==> config.mk <==
export PLATFORM = sky130hd
export DESIGN_NAME = kv_way_refill_ctrl
export DESIGN_NICKNAME = d
export VERILOG_FILES = /design/src/rtl/kv_way_refill_ctrl.sv
export SDC_FILE = /design/constraint.sdc
export NUM_CORES = 1
export LEC_CHECK = 0
export BUFFER_PORTS_ARGS = -buffer_cell sky130_fd_sc_hd__buf_2
export CORE_MARGIN = 1.5
export CORE_UTILIZATION = 59
export CTS_CLUSTER_DIAMETER = 30
export DETAILED_ROUTE_END_ITERATION = 6
export PLACE_DENSITY = 0.85
export SYNTH_ARGS = -nofsm -noshare
export SYNTH_HDL_FRONTEND = slang
export SYNTH_SLANG_ARGS = --single-unit
==> constraint.sdc <==
create_clock -name i_clk -period 3.8 [get_ports i_clk]
set_clock_uncertainty 0.05 [all_clocks]
set_input_delay 0.57 -clock i_clk [delete_from_list [all_inputs] [get_ports i_clk]]
set_output_delay 0.57 -clock i_clk [all_outputs]
set_load 0.01 [all_outputs]
==> src/rtl/kv_way_refill_ctrl.sv <==
// Cache line refill sequencer: captures one miss, picks a victim way, fetches
// the line from memory and streams the beats into the data array.
module kv_way_refill_ctrl #(
    parameter int WAY_NUM  = 4,
    parameter int SET_NUM  = 64,
    parameter int BEAT_NUM = 4,
    parameter int DATA_W   = 32,
    parameter int ADDR_W   = 32,
    localparam int OFF_W   = $clog2(BEAT_NUM * DATA_W / 8),
    localparam int IDX_W   = $clog2(SET_NUM),
    localparam int TAG_W   = ADDR_W - IDX_W - OFF_W,
    localparam int WAY_W   = $clog2(WAY_NUM),
    localparam int BEAT_W  = $clog2(BEAT_NUM)
) (
    input  logic              i_clk,
    input  logic              i_rst_n,
    input  logic              i_miss_valid,
    output logic              o_miss_ready,
    input  logic [ADDR_W-1:0] i_miss_addr,
    input  logic [WAY_NUM-1:0] i_valid_way,
    output logic              o_mem_req_valid,
    input  logic              i_mem_req_ready,
    output logic [ADDR_W-1:0] o_mem_req_addr,
    input  logic              i_mem_rvalid,
    input  logic [DATA_W-1:0] i_mem_rdata,
    output logic              o_wr_en,
    output logic [WAY_NUM-1:0] o_wr_way,
    output logic [BEAT_W-1:0] o_wr_beat,
    output logic [DATA_W-1:0] o_wr_data,
    output logic              o_tag_we,
    output logic [IDX_W-1:0]  o_tag_set,
    output logic [TAG_W-1:0]  o_tag,
    output logic              o_done,
    output logic              o_busy
);

    // state     | meaning
    // S_IDLE    | waiting for a miss, o_miss_ready high
    // S_ALLOC   | one cycle: choose and register the victim way
    // S_MEM_REQ | line read request held until accepted
    // S_REFILL  | writing returned beats into the data array
    // S_COMMIT  | one cycle: write tag/valid, pulse done
    typedef enum logic [2:0] {
        S_IDLE,
        S_ALLOC,
        S_MEM_REQ,
        S_REFILL,
        S_COMMIT
    } state_t;

    state_t             state_q, state_d;
    logic [BEAT_W-1:0]  beat_q, beat_d;
    logic [TAG_W-1:0]   tag_q, tag_d;
    logic [IDX_W-1:0]   idx_q, idx_d;
    logic [WAY_NUM-1:0] way_oh_q, way_oh_d;
    logic [WAY_W-1:0]   rr_q [SET_NUM];

    logic               inv_found;
    logic [WAY_W-1:0]   inv_idx;
    logic [WAY_W-1:0]   alloc_way;
    logic               rr_adv;

    // Descending scan so the lowest-index invalid way is the one left standing.
    always_comb begin
        inv_found = 1'b0;
        inv_idx   = '0;
        for (int i = WAY_NUM - 1; i >= 0; i--) begin
            if (!i_valid_way[i]) begin
                inv_found = 1'b1;
                inv_idx   = WAY_W'(i);
            end
        end
    end

    assign alloc_way = inv_found ? inv_idx : rr_q[idx_q];
    assign rr_adv    = (state_q == S_ALLOC) && !inv_found;

    always_comb begin
        state_d  = state_q;
        beat_d   = beat_q;
        tag_d    = tag_q;
        idx_d    = idx_q;
        way_oh_d = way_oh_q;
        case (state_q)
            S_IDLE: begin
                if (i_miss_valid) begin
                    tag_d   = i_miss_addr[ADDR_W-1 -: TAG_W];
                    idx_d   = i_miss_addr[OFF_W +: IDX_W];
                    state_d = S_ALLOC;
                end
            end
            S_ALLOC: begin
                way_oh_d = WAY_NUM'(1) << alloc_way;
                state_d  = S_MEM_REQ;
            end
            S_MEM_REQ: begin
                if (i_mem_req_ready) begin
                    beat_d  = '0;
                    state_d = S_REFILL;
                end
            end
            S_REFILL: begin
                if (i_mem_rvalid) begin
                    beat_d = beat_q + 1'b1;
                    if (beat_q == BEAT_W'(BEAT_NUM - 1)) begin
                        state_d = S_COMMIT;
                    end
                end
            end
            S_COMMIT: begin
                state_d = S_IDLE;
            end
            default: begin
                state_d = S_IDLE;
            end
        endcase
    end

    always_ff @(posedge i_clk or negedge i_rst_n) begin
        if (!i_rst_n) begin
            state_q  <= S_IDLE;
            beat_q   <= '0;
            tag_q    <= '0;
            idx_q    <= '0;
            way_oh_q <= '0;
        end else begin
            state_q  <= state_d;
            beat_q   <= beat_d;
            tag_q    <= tag_d;
            idx_q    <= idx_d;
            way_oh_q <= way_oh_d;
        end
    end

    // Per-set round-robin pointers advance only when an all-valid set is allocated.
    always_ff @(posedge i_clk or negedge i_rst_n) begin
        if (!i_rst_n) begin
            for (int s = 0; s < SET_NUM; s++) begin
                rr_q[s] <= '0;
            end
        end else if (rr_adv) begin
            rr_q[idx_q] <= rr_q[idx_q] + 1'b1;
        end
    end

    always_comb begin
        o_miss_ready    = (state_q == S_IDLE);
        o_busy          = (state_q != S_IDLE);
        o_mem_req_valid = (state_q == S_MEM_REQ);
        o_mem_req_addr  = {tag_q, idx_q, {OFF_W{1'b0}}};
        o_wr_en         = (state_q == S_REFILL) && i_mem_rvalid;
        o_wr_way        = way_oh_q;
        o_wr_beat       = beat_q;
        o_wr_data       = o_wr_en ? i_mem_rdata : '0;
        o_tag_we        = (state_q == S_COMMIT);
        o_done          = (state_q == S_COMMIT);
        o_tag_set       = idx_q;
        o_tag           = tag_q;
    end

endmodule

Word level (Yosys, flattened, before mapping) --
Cells that the tools add are included.
Cells by class: add/sub/neg operators 2, order comparisons 2, eq/ne operators 9, shifts and indexed selects 1, mux-type cells 24, bitwise logic cells 1, reductions and logical operators 10
Operators by type and width (count):
- 128-bit bitwise mux | 1
- 32-bit two-way mux | 1
- 2-bit two-way mux | 10
- 2-bit binary-select mux with 6-bit select | 1
- 2-bit demux with 6-bit select | 1
- 3-bit two-way mux | 4
- 3-bit case mux with 4 select lines | 1
- 7-bit >= comparator, second input constant | 1
- 7-bit by 1-bit < comparator with 1-bit output, second input constant | 1
- 6-bit inverter with 7-bit output | 1
- 3-bit by 2-bit equality test with 1-bit output, second input constant | 2
- 2-bit != test, second input constant | 3
- 2-bit by 1-bit adder with 2-bit output, second input constant | 2
- 1-bit two-way mux | 4
- 2-bit case mux with 2 select lines | 1
- 4-bit AND reduction | 1
- 1-bit by 2-bit left shift with 4-bit output, first input constant | 1
- 3-bit by 1-bit equality test with 1-bit output, second input constant | 1
- 3-bit equality test, second input constant | 1
- 1-bit logical AND | 3
- 3-bit logical NOT | 1
- 3-bit AND reduction | 1
- 3-bit nonzero test | 1
- 2-bit equality test, second input constant | 1
- 4 further kinds | 4
Storage, ports and cells: register bits after elaboration 165, input port bits 73, output and inout port bits 104

Depth between registers and ports, before layout --
depth in word-level cells 6, gate-level depth with buffers 13, gate-level depth less buffers 8

Least setup slack after synthesis --
OpenSTA, ideal clock, no wires.
path kind register to register, start point reg idx_q[1] (netlist: o_tag_set[1]), end point reg rr_q[101] in the netlist's numbering, library setup time 0.119 ns, arrival 2.364 ns, data required time 3.631 ns, slack 1.267 ns, cell stages (with the launch flop) 10, clock period less this slack 2.533 ns, path through dfrtp_1 -> buf_2 -> buf_2 -> buf_2 -> mux4_2 -> a311oi_1 -> and4_4 -> xnor2_4 -> buf_6 -> o21ai_2
Between the ends: word-level cells in the longest chain between the ends 6, elaborated cells on any way between the ends 11
RTL lines:
- start: declaration | line 54 | logic [IDX_W-1:0] idx_q, idx_d;
- start signal: assignment | line 130 | idx_q <= idx_d;
- 6-bit inverter with 7-bit output (implied by the code) * | line 142 | rr_q[idx_q] <= rr_q[idx_q] + 1'b1;
- 2-bit binary-select mux with 6-bit select (tied with other cells) | line 142
- 2-bit two-way mux (implied by the code) / 1-bit logical AND (equally long branches) | line 142
- 2-bit two-way mux (implied by the code) | line 142
- 2-bit by 1-bit adder with 2-bit output / 2-bit demux with 6-bit select (equally long branches) | line 142
- 128-bit bitwise mux * | line 142
- end signal: indexed assignment | line 142
- end: declaration | line 56 | logic [WAY_W-1:0] rr_q [SET_NUM];
Every way passes the cells marked *; elsewhere a longest branch is shown, timed or not. The select of a mux whose other input is x is not followed. A chain may end at the register's enable or synchronous reset.

Worst setup path after layout --
start point reg idx_q[2] (netlist: o_tag_set[2]), end point reg way_oh_q[3] (netlist: o_wr_way[3])
Between the ends: word-level cells in the longest chain between the ends 6
RTL lines:
- 6-bit inverter with 7-bit output (implied by the code) | line 75 | assign alloc_way = inv_found ? inv_idx : rr_q[idx_q];
- 2-bit binary-select mux with 6-bit select | line 75
- 2-bit two-way mux (implied by the code) (2 in a row) | line 75
- 2-bit two-way mux | line 75
- 1-bit by 2-bit left shift with 4-bit output | line 93 | way_oh_d = WAY_NUM'(1) << alloc_way;
- end signal: assignment | line 131 | way_oh_q <= way_oh_d;
- end: declaration | line 55 | logic [WAY_NUM-1:0] way_oh_q, way_oh_d;
Every way passes these cells. The select of a mux whose other input is x is not followed.

==> results.sh <==
export IMPL_outcome="finished, final reports clean"
export IMPL_critPathRequiredTime_ns=4.06
export IMPL_die_height_um=122.4
export IMPL_clk_latency_ns=0.43
export IMPL_slowest_stage="dfrtp_2"
export IMPL_clkPwrFrac=0.269
export IMPL_crit_fanout=67
export IMPL_syn_avg_cell_area_sq_um=11.28
export IMPL_die_w_um=122.4
export IMPL_wl_mm=19.59
export IMPL_clock_path_buffers=2
export IMPL_swShare=0.3829
export IMPL_final_setup_viol_count=0
export IMPL_start_util=0.6056
export IMPL_cp_startpoint="o_tag_set[2]"
export IMPL_max_freq_mhz=294.9
export IMPL_seq_power_share=0.342
export IMPL_die_area_sq_um=14970
export IMPL_cp_arrival_ns=3.66
export IMPL_core_sq_um=13880
export IMPL_worst_pin_slew_ns=0.7922
export IMPL_rsz0062_at_grt="no"
export IMPL_fin_nets=963
export IMPL_first_global_vias=5922
export IMPL_cp_top_family="buffers and inverters"
export IMPL_slew_headroom=0.4678
export IMPL_routabilityCongestion=0.9150
export IMPL_drt_met1_wl_mm=8.119
export IMPL_final_hold_viol_count=0
export IMPL_top_level_ports=177
export IMPL_rrSetupSlack_ns=0.41
export IMPL_multi_input_area_sq_um=3746
export IMPL_hold_path_class="primary input to async pin"
export IMPL_synth_top_area_cell="dfrtp_1"
export IMPL_cts_htree_levels=4
export IMPL_powerDensity_nw_per_um2=631.6
export IMPL_wl_met2_mm=9.729
export IMPL_nFillCells=936
export IMPL_critPathMaxStageDelay_ns=0.65
export IMPL_wl_met3_mm=1.248
export IMPL_period_needed_ns=3.391
export IMPL_post_cts_resized=0
export IMPL_hpwlAfterDp_mm=13.51
export IMPL_drc_errors=0
export IMPL_postCtsSetupRepairBufs=0
export IMPL_ys_top_cells_by_count="dfrtp_1 (165), nand2_1 (150), mux2_2 (96), o21ai_2 (59), and2_1 (37)"
export IMPL_pwr_share_comb=0.389
export IMPL_grt_pass1_wl_mm=30.86
export IMPL_power_switching_w=0.002375
export IMPL_r2r_start="o_tag_set[2]"
export IMPL_yosys_warnings=0
export IMPL_yosysMostFrequentCell="dfrtp_1"
export IMPL_grt_overflow=0
export IMPL_synth_area_sq_um=8406
export IMPL_antenna_found_initial=0
export IMPL_path_buf_inv=2
export IMPL_cp_start_kind="flip-flop"
export IMPL_maxCapViolCount=0
export IMPL_drv_slew=0
export IMPL_cp_cell_sequence="buf_4, mux4_2, mux2i_1, a21oi_1, nand2_1, and4b_2, buf_4, o21ai_0, a32o_1"
export IMPL_syn_to_final_growth_pct=16.81
export IMPL_wl_per_cell_um=18.12
export IMPL_grt_max_degree=73
export IMPL_cts_tree="yes"
export IMPL_regArea_sq_um=4131
export IMPL_port_buffers=168
export IMPL_fin_cells=1081
export IMPL_crit_type="flip-flop to flip-flop"
export IMPL_cp_common_cell="buf_4"
export IMPL_num_vias=6201
export IMPL_syn_inst=745
export IMPL_synth_edff_count=0
export IMPL_synth_main_ff_cell="dfrtp_1"
export IMPL_endpoint_kind="flip-flop"
export IMPL_ys_seq_area_frac=0.4912
export IMPL_synth_distinct_cells=53
export IMPL_p_leak_nw=4.804
export IMPL_intPower_w=0.003827
export IMPL_min_period_over_period=0.8923
export IMPL_synth_top_area_frac=0.4912
export IMPL_cts_root_buf="clkbuf_16"
export IMPL_synth_seq_cells=165
export IMPL_viasPerCell=5.736
export IMPL_top_layer_used="met4"
export IMPL_std_cell_rows=43
export IMPL_drive_above_1_share=0.4528
export IMPL_clk_pin_slew_worst_paths_ns=0.07
export IMPL_antenna_left=0
export IMPL_setup_tns_final_ns=0
export IMPL_async_flop_share=1.000
export IMPL_postCtsHoldBufs=0
export IMPL_n_antenna_cell=0
export IMPL_yosys_top_cells_area="dfrtp_1 (49%), mux2_2 (13%), nand2_1 (6.7%)"
export IMPL_drt_iter0_markers=640
export IMPL_ir_worst_vdd_v=0.0004528
export IMPL_numPlacedInstances=1050
export IMPL_cts_sinks=165
export IMPL_numCtsBuffers=17
export IMPL_firstDrtPassIters=5
export IMPL_grtUsageTotal=0.2736
## worst reg2reg max path: stages (launching register included)
cell and delay (ns):
dfrtp_2 0.65, buf_4 0.34, mux4_2 0.33, mux2i_1 0.32, a21oi_1 0.13, nand2_1 0.07
and4b_2 0.30, buf_4 0.56, o21ai_0 0.23, a32o_1 0.29
## metrics by stage
stage          utilization  cell area [sq um]  hold WS (ns)  total power [W]  setup slack (ns)
2_1_floorplan            -               8417        0.2244         0.003862             1.267
3_3_place_gp        0.6662               9248        0.3882         0.004511            0.5364
3_5_place_dp        0.6662               9248        0.3986         0.004557            0.4888
4_1_cts             0.7073               9818        0.1264         0.006217            0.4758
5_1_grt             0.7073               9818        0.1420         0.006520            0.2077
6_report            0.7073               9818       0.07321         0.006201            0.4094
## cells in the final DEF, fill, tap and decap left out, types with 4 or more instances in the layout
cell type   instances
nand2_1           150
o21ai_2            59
mux4_2             20
nor2b_1             8
nor2_1             24
and3_1              4
dfrtp_1           163
a21oi_1             8
mux2_2             96
buf_2             167
buf_4              26
clkinvlp_4          4
o211ai_1            4
nand3_1            12
clkbuf_1            5
conb_1              4
a31oi_1             4
a22oi_1             6
nor3_1              7
and2_1             37
mux2i_1             8
inv_1               4
buf_12              4
clkbuf_16          17
a311oi_1            4
o21ai_0            10
## layout make-up
type                       count  share of cell area
tap                          180             0.02294
multi-input combinational    501              0.3815
sequential                   165              0.4208
clock buffer                  24             0.04804
inverter                       6            0.002294
clock inverter                 7             0.01007
timing repair buffer         198              0.1143
## kinds of logic after synthesis
logic type | Yosys count | synth area share
compound gates | 113 | 0.1066
xor+xnor | 1 | 0.003275
fa+ha+maj | 1 | 0.001488
buf+inv | 82 | 0.06460
flops | 165 | 0.4912
mux | 125 | 0.1931
other cells | 1 | 0.0004461
simple gates | 257 | 0.1393
## registers in the layout, summed over array words and instances, names as in the netlist
register	cells
state_q	3
o_wr_way	4
o_wr_beat	2
o_tag_set	6
rr_q	128
o_tag	22
## per-layer routing
metal | GRT usage | up-vias
li1 | - | 2872
met1 | 0.3740 | 3059
met2 | 0.4260 | 227
met5 | 0 | -
met3 | 0.06924 | 43
met4 | 0.1010 | 0
## power groups by stage
stage / logic, W / registers [W] / clock network [W]
6_report: 0.00241 / 0.00212 / 0.00167
5_1_grt: 0.00262 / 0.00215 / 0.00176
4_1_cts: 0.00241 / 0.00212 / 0.00169
2_1_floorplan: 0.00170 / 0.00216 / 0
3_5_place_dp: 0.00241 / 0.00215 / 0
3_3_place_gp: 0.00237 / 0.00214 / 0
## final timing paths
check	to	depth (start not counted)
setup / recovery	o_wr_way[3]	9
hold / removal	rr_q[48]	1
setup reg to reg	o_wr_way[3]	9
hold reg to reg	state_q[0]	1
max in group asynchronous	o_tag_set[0]	2
min in group i_clk	o_tag_set[0]	3
(Power assumes the default switching activity.)
